## src/rtl/icache_axi_refill_fsm_if.sv

```systemverilog
// Bundle of the icache request/return port and the AXI4 read channels (AR, R)
// used by icache_axi_refill_fsm; master is the refill FSM side.
interface icache_axi_refill_fsm_if #(
    parameter int LineWidth  = 128,
    parameter int AddrWidth  = 64,
    parameter int AxiIdWidth = 4,
    parameter int TidWidth   = 2
);
    logic                  req_i;
    logic                  gnt_o;
    logic [AddrWidth-1:0]  addr_i;
    logic                  nc_i;
    logic [TidWidth-1:0]   tid_i;

    logic                  ar_valid_o;
    logic                  ar_ready_i;
    logic [AddrWidth-1:0]  ar_addr_o;
    logic [7:0]            ar_len_o;
    logic [2:0]            ar_size_o;
    logic [1:0]            ar_burst_o;
    logic [AxiIdWidth-1:0] ar_id_o;

    logic                  r_valid_i;
    logic                  r_ready_o;
    logic [63:0]           r_data_i;
    logic                  r_last_i;
    logic [1:0]            r_resp_i;

    logic                  rtrn_vld_o;
    logic [LineWidth-1:0]  rtrn_data_o;
    logic [TidWidth-1:0]   rtrn_tid_o;
    logic                  rtrn_err_o;

    modport master (
        input  req_i, addr_i, nc_i, tid_i,
        input  ar_ready_i,
        input  r_valid_i, r_data_i, r_last_i, r_resp_i,
        output gnt_o,
        output ar_valid_o, ar_addr_o, ar_len_o, ar_size_o, ar_burst_o, ar_id_o,
        output r_ready_o,
        output rtrn_vld_o, rtrn_data_o, rtrn_tid_o, rtrn_err_o
    );

    modport slave (
        output req_i, addr_i, nc_i, tid_i,
        output ar_ready_i,
        output r_valid_i, r_data_i, r_last_i, r_resp_i,
        input  gnt_o,
        input  ar_valid_o, ar_addr_o, ar_len_o, ar_size_o, ar_burst_o, ar_id_o,
        input  r_ready_o,
        input  rtrn_vld_o, rtrn_data_o, rtrn_tid_o, rtrn_err_o
    );
endinterface

```

## src/rtl/icache_axi_refill_fsm.sv

```systemverilog
// AXI4 read master for L1I$ line refills and non-cacheable bypass reads.
// Define ICACHE_REFILL_CRITWORD_EN for critical-word-first WRAP refills.
module icache_axi_refill_fsm #(
    parameter int          LineWidth  = 128,
    parameter int          AddrWidth  = 64,
    parameter int          AxiIdWidth = 4,
    parameter int          TidWidth   = 2,
    parameter int unsigned AxiId      = 0
) (
    input  logic                   clk_i,
    input  logic                   rst_ni,
    input  logic                   clr_i,
    icache_axi_refill_fsm_if.master bus
);
    localparam int NumWords = LineWidth / 64;
    localparam int CntW     = (NumWords > 1) ? $clog2(NumWords) : 1;
    localparam int OffW     = $clog2(LineWidth / 8);

    localparam logic [CntW-1:0]      LastIdx   = CntW'(NumWords - 1);
    localparam logic [CntW:0]        NumWordsW = (CntW + 1)'(NumWords);
    localparam logic [AddrWidth-1:0] LineMask  = AddrWidth'(LineWidth / 8 - 1);
    localparam logic [AddrWidth-1:0] WordMask  = AddrWidth'(7);
    localparam logic [1:0]           BurstIncr = 2'b01;
    localparam logic [1:0]           BurstWrap = 2'b10;

    typedef enum logic [1:0] {IDLE, AR, RD, RTRN} state_e;

    state_e                         state_q, state_d;
    logic                           gnt;
    logic [AddrWidth-1:0]           addr_q;
    logic                           nc_q;
    logic [TidWidth-1:0]            tid_q;
    logic [CntW-1:0]                cnt_q, cnt_inc, exp_last, start_idx, word_idx;
    logic [CntW:0]                  idx_sum;
    logic                           err_q, err_d;
    logic [NumWords-1:0][63:0]      line_q, line_d;
    logic [LineWidth-1:0]           rtrn_data_q;
    logic [TidWidth-1:0]            rtrn_tid_q;
    logic                           rtrn_err_q;
    logic                           beat;
    logic                           resp_err;
    logic [AddrWidth-1:0]           ar_addr_d;
    logic [1:0]                     ar_burst_d;

    always_ff @(posedge clk_i or negedge rst_ni) begin
        if (!rst_ni) begin
            state_q <= IDLE;
        end else if (clr_i) begin
            state_q <= IDLE;
        end else begin
            state_q <= state_d;
        end
    end

    always_comb begin
        state_d = state_q;
        case (state_q)
            IDLE:    if (bus.req_i) state_d = AR;
            AR:      if (bus.ar_ready_i) state_d = RD;
            RD:      if (bus.r_valid_i && bus.r_last_i) state_d = RTRN;
            RTRN:    state_d = IDLE;
            default: state_d = IDLE;
        endcase
    end

    // Bypass reads are always one 8-byte beat; refills start at the line base
    // or, with critical-word-first, at the requested word.
`ifdef ICACHE_REFILL_CRITWORD_EN
    assign ar_addr_d  = addr_q & ~WordMask;
    assign ar_burst_d = nc_q ? BurstIncr : BurstWrap;
    if (NumWords > 1) begin : g_start
        assign start_idx = addr_q[OffW-1:3];
    end else begin : g_start_single
        assign start_idx = '0;
    end
`else
    assign ar_addr_d  = nc_q ? (addr_q & ~WordMask) : (addr_q & ~LineMask);
    assign ar_burst_d = BurstIncr;
    assign start_idx  = '0;
`endif

    always_comb begin
        gnt            = 1'b0;
        bus.ar_valid_o = 1'b0;
        bus.ar_addr_o  = '0;
        bus.ar_len_o   = '0;
        bus.ar_burst_o = '0;
        bus.r_ready_o  = 1'b0;
        bus.rtrn_vld_o = 1'b0;
        case (state_q)
            IDLE: gnt = bus.req_i & ~clr_i;
            AR: begin
                bus.ar_valid_o = 1'b1;
                bus.ar_addr_o  = ar_addr_d;
                bus.ar_len_o   = nc_q ? 8'd0 : 8'(NumWords - 1);
                bus.ar_burst_o = ar_burst_d;
            end
            RD:      bus.r_ready_o  = 1'b1;
            RTRN:    bus.rtrn_vld_o = 1'b1;
            default: ;
        endcase
    end

    assign bus.gnt_o       = gnt;
    assign bus.ar_size_o   = 3'b011;
    assign bus.ar_id_o     = AxiIdWidth'(AxiId);
    assign bus.rtrn_data_o = rtrn_data_q;
    assign bus.rtrn_tid_o  = rtrn_tid_q;
    assign bus.rtrn_err_o  = rtrn_err_q;

    assign beat     = (state_q == RD) && bus.r_valid_i;
    assign resp_err = bus.r_resp_i inside {2'b10, 2'b11};
    assign exp_last = nc_q ? '0 : LastIdx;
    assign cnt_inc  = (cnt_q == LastIdx) ? '0 : cnt_q + 1'b1;
    assign idx_sum  = {1'b0, start_idx} + {1'b0, cnt_q};

    // Protocol errors (too many beats, early last) fold into the sticky error.
    always_comb begin
        line_d   = line_q;
        word_idx = CntW'(idx_sum);
        if (nc_q) begin
            word_idx = '0;
        end else if (idx_sum >= NumWordsW) begin
            word_idx = CntW'(idx_sum - NumWordsW);
        end
        if (beat) begin
            line_d[word_idx] = bus.r_data_i;
        end
        err_d = err_q;
        if (beat) begin
            err_d = err_q | resp_err
                  | (!bus.r_last_i && cnt_q == exp_last)
                  | (bus.r_last_i && cnt_q != exp_last);
        end
    end

    always_ff @(posedge clk_i or negedge rst_ni) begin
        if (!rst_ni) begin
            addr_q      <= '0;
            nc_q        <= 1'b0;
            tid_q       <= '0;
            cnt_q       <= '0;
            err_q       <= 1'b0;
            line_q      <= '0;
            rtrn_data_q <= '0;
            rtrn_tid_q  <= '0;
            rtrn_err_q  <= 1'b0;
        end else if (clr_i) begin
            addr_q      <= '0;
            nc_q        <= 1'b0;
            tid_q       <= '0;
            cnt_q       <= '0;
            err_q       <= 1'b0;
            line_q      <= '0;
            rtrn_data_q <= '0;
            rtrn_tid_q  <= '0;
            rtrn_err_q  <= 1'b0;
        end else begin
            if (gnt) begin
                addr_q <= bus.addr_i;
                nc_q   <= bus.nc_i;
                tid_q  <= bus.tid_i;
                err_q  <= 1'b0;
            end
            if (state_q == AR && bus.ar_ready_i) begin
                cnt_q <= '0;
            end
            if (beat) begin
                line_q <= line_d;
                cnt_q  <= cnt_inc;
                err_q  <= err_d;
                if (bus.r_last_i) begin
                    rtrn_data_q <= line_d;
                    rtrn_tid_q  <= tid_q;
                    rtrn_err_q  <= err_d;
                end
            end
        end
    end
endmodule

```

## src/flat_wrapper.sv

```systemverilog
// flat-port wrapper written by rule: the top's interface ports become plain ports
module icache_axi_refill_fsm_flat 
#(
    parameter int          LineWidth  = 128,
    parameter int          AddrWidth  = 64,
    parameter int          AxiIdWidth = 4,
    parameter int          TidWidth   = 2,
    parameter int unsigned AxiId      = 0
)
  (clk_i, rst_ni, clr_i, bus_req_i, bus_addr_i, bus_nc_i, bus_tid_i, bus_ar_ready_i, bus_r_valid_i, bus_r_data_i, bus_r_last_i, bus_r_resp_i, bus_gnt_o, bus_ar_valid_o, bus_ar_addr_o, bus_ar_len_o, bus_ar_size_o, bus_ar_burst_o, bus_ar_id_o, bus_r_ready_o, bus_rtrn_vld_o, bus_rtrn_data_o, bus_rtrn_tid_o, bus_rtrn_err_o);
  icache_axi_refill_fsm_if #(.LineWidth(LineWidth), .AddrWidth(AddrWidth), .AxiIdWidth(AxiIdWidth), .TidWidth(TidWidth)) bus_i ();
  input  logic clk_i;
  input  logic rst_ni;
  input  logic clr_i;
  input wire logic [$bits(bus_i.req_i)-1:0] bus_req_i;
  input wire logic [$bits(bus_i.addr_i)-1:0] bus_addr_i;
  input wire logic [$bits(bus_i.nc_i)-1:0] bus_nc_i;
  input wire logic [$bits(bus_i.tid_i)-1:0] bus_tid_i;
  input wire logic [$bits(bus_i.ar_ready_i)-1:0] bus_ar_ready_i;
  input wire logic [$bits(bus_i.r_valid_i)-1:0] bus_r_valid_i;
  input wire logic [$bits(bus_i.r_data_i)-1:0] bus_r_data_i;
  input wire logic [$bits(bus_i.r_last_i)-1:0] bus_r_last_i;
  input wire logic [$bits(bus_i.r_resp_i)-1:0] bus_r_resp_i;
  output wire logic [$bits(bus_i.gnt_o)-1:0] bus_gnt_o;
  output wire logic [$bits(bus_i.ar_valid_o)-1:0] bus_ar_valid_o;
  output wire logic [$bits(bus_i.ar_addr_o)-1:0] bus_ar_addr_o;
  output wire logic [$bits(bus_i.ar_len_o)-1:0] bus_ar_len_o;
  output wire logic [$bits(bus_i.ar_size_o)-1:0] bus_ar_size_o;
  output wire logic [$bits(bus_i.ar_burst_o)-1:0] bus_ar_burst_o;
  output wire logic [$bits(bus_i.ar_id_o)-1:0] bus_ar_id_o;
  output wire logic [$bits(bus_i.r_ready_o)-1:0] bus_r_ready_o;
  output wire logic [$bits(bus_i.rtrn_vld_o)-1:0] bus_rtrn_vld_o;
  output wire logic [$bits(bus_i.rtrn_data_o)-1:0] bus_rtrn_data_o;
  output wire logic [$bits(bus_i.rtrn_tid_o)-1:0] bus_rtrn_tid_o;
  output wire logic [$bits(bus_i.rtrn_err_o)-1:0] bus_rtrn_err_o;
  assign bus_i.req_i = bus_req_i;
  assign bus_i.addr_i = bus_addr_i;
  assign bus_i.nc_i = bus_nc_i;
  assign bus_i.tid_i = bus_tid_i;
  assign bus_i.ar_ready_i = bus_ar_ready_i;
  assign bus_i.r_valid_i = bus_r_valid_i;
  assign bus_i.r_data_i = bus_r_data_i;
  assign bus_i.r_last_i = bus_r_last_i;
  assign bus_i.r_resp_i = bus_r_resp_i;
  assign bus_gnt_o = bus_i.gnt_o;
  assign bus_ar_valid_o = bus_i.ar_valid_o;
  assign bus_ar_addr_o = bus_i.ar_addr_o;
  assign bus_ar_len_o = bus_i.ar_len_o;
  assign bus_ar_size_o = bus_i.ar_size_o;
  assign bus_ar_burst_o = bus_i.ar_burst_o;
  assign bus_ar_id_o = bus_i.ar_id_o;
  assign bus_r_ready_o = bus_i.r_ready_o;
  assign bus_rtrn_vld_o = bus_i.rtrn_vld_o;
  assign bus_rtrn_data_o = bus_i.rtrn_data_o;
  assign bus_rtrn_tid_o = bus_i.rtrn_tid_o;
  assign bus_rtrn_err_o = bus_i.rtrn_err_o;
  icache_axi_refill_fsm #(.LineWidth(LineWidth), .AddrWidth(AddrWidth), .AxiIdWidth(AxiIdWidth), .TidWidth(TidWidth), .AxiId(AxiId)) u_core (.clk_i(clk_i), .rst_ni(rst_ni), .clr_i(clr_i), .bus(bus_i));
endmodule
```

## config.mk

```make
export PLATFORM = sky130hd
export DESIGN_NAME = icache_axi_refill_fsm_flat
export DESIGN_NICKNAME = d
export VERILOG_FILES = /design/src/rtl/icache_axi_refill_fsm_if.sv /design/src/rtl/icache_axi_refill_fsm.sv /design/src/flat_wrapper.sv
export SDC_FILE = /design/constraint.sdc
export NUM_CORES = 1
export LEC_CHECK = 0
export CORE_MARGIN = 2
export CORE_UTILIZATION = 45
export DETAILED_ROUTE_END_ITERATION = 10
export PLACE_DENSITY_LB_ADDON = 0.25
export SYNTH_ARGS = -nofsm -noshare
export SYNTH_HDL_FRONTEND = slang
export SYNTH_SLANG_ARGS = --single-unit
```

## constraint.sdc

```tcl
create_clock -name clk_i -period 1.6 [get_ports clk_i]
set_input_delay 0.32 -clock clk_i [delete_from_list [all_inputs] [get_ports clk_i]]
set_output_delay 0.32 -clock clk_i [all_outputs]
set_load 0.005 [all_outputs]
```

==> flow_summary_export.csv, run 1 <==
group,metric,value,unit
status,outcome,"finished, violations left",
status,violations,"setup timing",
hold_path,hp-class,"in -> reg",
logic_synthesis,synthAdderAreaFrac,0.433,%
worst_setup_path,cp_top_family,"buffers and inverters",
floorplanning,die_h,183,µm
floorplanning,rows,65,
logic_synthesis,syn_area_per_cell,12.7,µm²
logic_synthesis,synth_compound_area_share,21.5,%
floorplanning,core-area,31600,µm²
clock_tree,clock-sinks,327,
worst_setup_path,required,1.28,ns
clock_tree,clockRootBuffer,"clkbuf_16",
drt,via_per_inst,5.74,
floorplanning,die_w,183,µm
final_layout,antenna_cells,0,
worst_setup_path,slowest_delay,0.41,ns
clock_tree,clk_pin_slew_worst_paths,0.06,ns
power_and_ir_drop,p_per_area,1190,nW/µm²
placement,portBuffers,333,
worst_setup_path,crit_buf_inv,5,
worst_setup_path,crit_fanout,4,
logic_synthesis,ys.warnings.count,0,
logic_synthesis,yosys-top-cells-area,"dfrtp_1, a22o_1, mux2i_1, a211oi_2, nor2_1",
sta,fmax,462,MHz
worst_setup_path,r2r_end,"u_core.bus.rtrn_data_o[16]",
logic_synthesis,yosysTopAreaCell,"dfrtp_1",
final_layout,area_delta_synth_final,48.9,%
placement,dp_slack,-0.291,ns
worst_setup_path,rr_startpoint,"u_core.state_q[0]",
clock_tree,numCtsBuffers,36,
logic_synthesis,ys_seq_area_share,56.6,%
worst_setup_path,critPathLaunchType,"register",
clock_tree,clock_latency,0.51,ns
worst_setup_path,ff2ff_setup_slack,-0.53,ns
sta,rsz0062_at_grt,"yes",
clock_tree,cts_tree,"yes",
logic_synthesis,ys.flop_type,"dfrtp_1",
sta,hold_ws,0.216,ns
sta,finalCritPeriodShare,135,%
logic_synthesis,synthDistinctLibCells,34,
sta,fin_tns_setup,-144.22,ns
grt,antenna_found_initial,1,
worst_setup_path,cp-startpoint,"u_core.state_q[0]",
sta,fin_skew,0.0217,ns
grt,grt_max_degree,75,
grt,grt_first_pass_wirelength,63100,µm
clock_tree,cts_buffer_depth,3,
power_and_ir_drop,leakage,9.18,nW
sta,drv_slew,0,
worst_setup_path,crit_chain,"ha_4, buf_12, buf_6, clkbuf_16, buf_6, and2_4, clkbuf_2",
drt,num_vias,11400,
logic_synthesis,syn-instance-count,1137,
power_and_ir_drop,vdd_ir_drop_max,0.801,mV
drt,drt-pass1-iter-count,5,
logic_synthesis,synth_top_family_by_area,"compound AO/OA/AOI/OAI gates",
final_layout,drive_gt1_share,28.3,%
placement,place_congestion,0.795,
sta,worst_slack,-0.567,ns
worst_setup_path,worstSetupPathType,"reg -> out",
drt,avgRoutedWirePerCell,22.7,µm
grt,track_usage,23.6,%
logic_synthesis,synth_common_cells,"dfrtp_1, a22o_1, mux2i_1, nor2_1, a211oi_2",
worst_setup_path,slowest_stage,"dfrtp_1",
logic_synthesis,synth_mux_area_share,8.86,%
logic_synthesis,synth-xor-area-share,0.0606,%
sta,hold_viol_final,0,
final_layout,layout.nets,1701,
drt,drc,0,
sta,slew_headroom,61.1,%
power_and_ir_drop,power,25.6,mW
grt,grt_pass1_vias,11200,
sta,worst_pin_slew,0.579,ns
final_layout,finish.utilization,68.1,%
drt,postRouteWirelength,45000,µm
placement,place_hpwl,25300,µm
worst_setup_path,crit_arrival,1.85,ns
sta,setup_viol,520,
logic_synthesis,yosysMostFrequentCell,"dfrtp_1",
floorplanning,io_pins,356,
logic_synthesis,ys_ff_latch,327,
worst_setup_path,cp.depth,7,
logic_synthesis,synth_edf_count,0,
logic_synthesis,synth_top_area_share,56.6,%
worst_setup_path,r2r_cells,11,
logic_synthesis,synth_area,14500,µm²
grt,grt_remaining_overflow,0,
clock_tree,htreeDepth,2,
worst_setup_path,path_common_cell,"buf_6",
drt,ant_nets,0,
logic_synthesis,async_flop_share,100,%
floorplanning,start_util,45.7,%
worst_setup_path,endpoint_kind,"output pin",
sta,fin_crit,2.17,ns
drt,drtIter0Drc,808,
floorplanning,dieArea,33600,µm²
worst_setup_path,crit_end,"bus_ar_addr_o[25]",
logic_synthesis,synth-simple-area-share,6.86,%
job,maxCapViolations,0,
[cell usage in the layout (no fill, tap or decap), types with 12 or more instances in the layout]
master             n
conb_1            18
mux2i_1          128
clkbuf_16         62
buf_4             62
clkbuf_2          13
and2_4            48
buf_6             57
a211oi_2         102
clkdlybuf4s50_1  259
a22o_1           191
buf_16            12
dfrtp_1          327
buf_12            34
and2_1            12
nor2_1           128
a211oi_1          25
[state kept, by name, indices dropped and copies added (netlist names)]
name                    flops
u_core.tid_q                2
u_core.state_q              2
u_core.nc_q                 1
u_core.line_q             128
u_core.addr_q              61
u_core.bus.rtrn_data_o    128
u_core.err_q                1
u_core.bus.rtrn_err_o       1
u_core.cnt_q                1
u_core.bus.rtrn_tid_o       2
[per-stage QoR]
step | cells | area, µm²
floorplan | 1153 | 14600
global placement | 1845 | 18600
detailed placement | 1845 | 18600
CTS | 1931 | 20300
global route | 1984 | 21500
finish | 1984 | 21500
[final cells by class]
type	count	area, µm²
repair buffers	490	5720
clock buffers	60	1140
multi-input cells	696	5920
clock inverters	4	35.0
fillers	2252	10100
flip-flops and latches	327	8180
inverters	5	21.3
well taps	402	503
[per-layer routing]
layer / share of wire (%) / wire [µm] / track usage (%) / up-vias
li1: - / - / - / 4994
met1: 42 / 18700 / 32.3 / 5843
met2: 48 / 21700 / 37.6 / 479
met3: 8.1 / 3640 / 6.39 / 61
met4: 2.0 / 901 / 5.54 / 2
met5: 0.022 / 10 / 0 / -
[what timing repair did]
item / 4_1_cts / 5_1_grt
setup endpoints to repair: 518 / 521
setup buffers: 15 / 26
hold buffers: 1 / 0
pin swaps: 17 / 48
gates resized for setup: 189 / 219
hold endpoints to repair: 20 / 0
cloned: 7 / 30
[tightest hold or removal path: cells and delay by family]
kind	cells	cell delay (ns)
buffers and inverters	2	0.29
AO/OA/AOI/OAI	1	0.05
[worst min-delay path by stage]
stage,from,to,slack (ns),cells after the start
final,clr_i,u_core.bus.rtrn_data_o[122],0.22,3
after global routing,clr_i,u_core.bus.rtrn_data_o[43],0.21,3
after CTS,clr_i,u_core.bus.rtrn_data_o[117],0.19,3
after detailed placement,rst_ni,u_core.bus.rtrn_data_o[62],0.22,1
after global placement,rst_ni,u_core.bus.rtrn_data_o[62],0.22,1
after floorplan,rst_ni,u_core.addr_q[10],0.02,0
[logic make-up (layout without fill, tap and decap cells)]
logic type	Yosys count	in the layout
compound gates	335	335
flops	327	327
simple gates	209	209
buf+inv	130	559
mux	128	128
fa+ha+maj	5	5
other cells	2	18
xor+xnor	1	1
[report_power, final]
part	switching (mW)	internal, mW
combinational	3.48	4.26
clock	3.31	4.87
sequential	0.592	9.11
total	7.38	18.2
Note: power is estimated with default switching activity, not from simulation.
==> run 2, diff against run 1 <==
CORE_ASPECT_RATIO = 0.75   (was unset)
PLACE_DENSITY = 0.89   (was unset)
PLACE_DENSITY_LB_ADDON = unset   (was 0.25)
==> run 2 against run 1 <==
The flow still finishes with violations (setup timing). Count of clock-buffer cells in the layout decreased by 8. Sequential share of layout area shrank 3.2 points. Register-to-register slack better by 0.06 ns. Maximum frequency is 2.2% higher. Critical path depth shrank 2. Non-clock buffer count increased by 83. Combinational power is 23% higher. Critical endpoint is now bus_ar_addr_o[27]. Largest power group unchanged.
==> flow_summary_export.csv, run 2 (synthesis results as in run 1) <==
group,metric,value,unit
grt,grt_first_pass_wirelength,70000,µm
floorplanning,die_h,159,µm
floorplanning,core-area,31500,µm²
grt,antenna_found_initial,1,
drt,drc,0,
clock_tree,clockRootBuffer,"clkbuf_16",
job,maxCapViolations,0,
grt,grt_remaining_overflow,0,
floorplanning,rows,56,
drt,drtIter0Drc,994,
worst_setup_path,required,1.28,ns
clock_tree,numCtsBuffers,34,
worst_setup_path,endpoint_kind,"output pin",
clock_tree,cts_buffer_depth,3,
status,violations,"setup timing",
sta,hold_viol_final,0,
power_and_ir_drop,leakage,10.4,nW
drt,wl_met1,22700,µm
floorplanning,io_pins,356,
floorplanning,die_w,211,µm
drt,num_vias,12700,
clock_tree,clk_pin_slew_worst_paths,0.06,ns
final_layout,layout.nets,1782,
sta,drv_slew,0,
sta,worst_pin_slew,0.522,ns
worst_setup_path,crit_chain,"ha_4, buf_6, buf_12, and2_4, clkdlybuf4s15_2",
sta,setup_viol,468,
sta,worst_slack,-0.520,ns
drt,postRouteWirelength,58100,µm
floorplanning,start_util,46.0,%
sta,fin_crit,2.12,ns
final_layout,area_delta_synth_final,62.7,%
clock_tree,clock-sinks,327,
worst_setup_path,slowest_delay,0.44,ns
power_and_ir_drop,p_per_area,1170,nW/µm²
worst_setup_path,critPathLaunchType,"register",
drt,ant_nets,0,
final_layout,drive_gt1_share,40.2,%
placement,numPlacedInstances,1867,
placement,place_hpwl,27000,µm
final_layout,final_cell_mix,"dfrtp_1, clkdlybuf4s50_1, a22o_1, mux2i_1, a211oi_2",
status,outcome,"finished, violations left",
drt,drt-pass1-iter-count,5,
worst_setup_path,crit_fanout,13,
clock_tree,clock_latency,0.53,ns
worst_setup_path,worstSetupPathType,"reg -> out",
worst_setup_path,crit_arrival,1.80,ns
grt,grt_pass1_vias,12200,
sta,finalCritPeriodShare,132,%
drt,topRoutingLayerUsed,"met4",
clock_tree,cts_tree,"yes",
grt,grt_max_degree,69,
final_layout,stdcell_count,2068,
sta,slew_headroom,65.2,%
power_and_ir_drop,vdd_ir_drop_max,0.761,mV
drt,dr_wl_met3,5120,µm
hold_path,hp-class,"in -> reg",
floorplanning,dieArea,33600,µm²
sta,rsz0062_at_grt,"yes",
drt,avgRoutedWirePerCell,28.1,µm
final_layout,final_common_cell,"dfrtp_1",
placement,place_congestion,0.829,
sta,hold_ws,0.241,ns
worst_setup_path,slowest_stage,"dfrtp_1",
grt,track_usage,26.4,%
sta,fin_skew,0.0361,ns
drt,wl_met2,28100,µm
sta,fmax,472,MHz
placement,portBuffers,333,
power_and_ir_drop,power,27.5,mW
clock_tree,htreeDepth,2,
drt,via_per_inst,6.16,
==> run 2: changes by cell type in the layout (fill, tap and decap cells not counted), moves of 8 or more <==
cell,before,now
buf_12,34,49
and2_4,48,58
dlygate4sd2_1,5,57
and2_1,12,2
nor2_4,0,70
nor2_2,0,24
nor2_1,128,34
clkdlybuf4s50_1,259,207
a211oi_1,25,0
clkbuf_16,62,72
clkdlybuf4s15_2,9,1
buf_6,57,102
buf_8,8,27
a211oi_2,102,127
==> run 2: what timing repair did <==
item	4_1_cts	5_1_grt
hold buffers	1	0
cloned	15	48
buffers inserted	29	58
pin swaps	18	228
endpoints found under the setup margin	503	468
hold endpoints to repair	33	0
gates resized for setup	407	416
==> run 2: cell type report <==
class,instances,area [µm²]
inverters,5,21.3
repair buffers,573,6970
diodes,1,2.50
multi-input cells,696,6740
fillers,1727,7940
flip-flops and latches,327,8180
clock inverters,8,100
clock buffers,52,1000
well taps,406,508
==> run 2: per-layer routing <==
layer / up-vias / track usage, %
met5: - / 0
met4: 0 / 7.65
met3: 176 / 5.90
met2: 776 / 43.7
met1: 6627 / 34.8
li1: 5163 / -
==> run 2: metrics by stage <==
stage               cell area (µm²)  setup slack (ns)  setup TNS [ns]  util [%]
detailed placement            18800            -0.281          -73.03      59.7
floorplan                     14600          -0.00434          -0.260         -
global route                  23500            -0.558         -160.10      74.8
finish                        23500            -0.520         -138.71      74.8
CTS                           20700            -0.497         -125.66      65.8
global placement              18800            -0.239          -59.58      59.7
==> run 2: worst paths after layout <==
check	start	endpoint	slack (ns)	depth (start not counted)
worst min register to register	u_core.addr_q[8]	u_core.addr_q[8]	0.49	1
min in group asynchronous	rst_ni	u_core.addr_q[51]	0.31	2
worst max register to register	u_core.state_q[0]	u_core.bus.rtrn_data_o[109]	-0.47	11
worst max-delay path	u_core.state_q[0]	bus_ar_addr_o[27]	-0.52	5
worst min-delay path	clr_i	u_core.bus.rtrn_err_o	0.24	5
max in group asynchronous	rst_ni	u_core.addr_q[10]	0.54	3
==> run 2: worst max-delay path, delay by kind of cell, from the launching register on <==
kind	cells	cell delay [ns]
adder cells (fa/ha/maj)	1	0.20
buffers and inverters	3	0.49
flip-flops	1	0.44
AND/OR/NAND/NOR	1	0.15
==> run 2: power breakdown <==
group	internal, mW	switching, mW	leakage [nW]
logic	5.23	4.32	5.31
clock network	4.66	3.46	0.542
registers	9.10	0.768	4.52
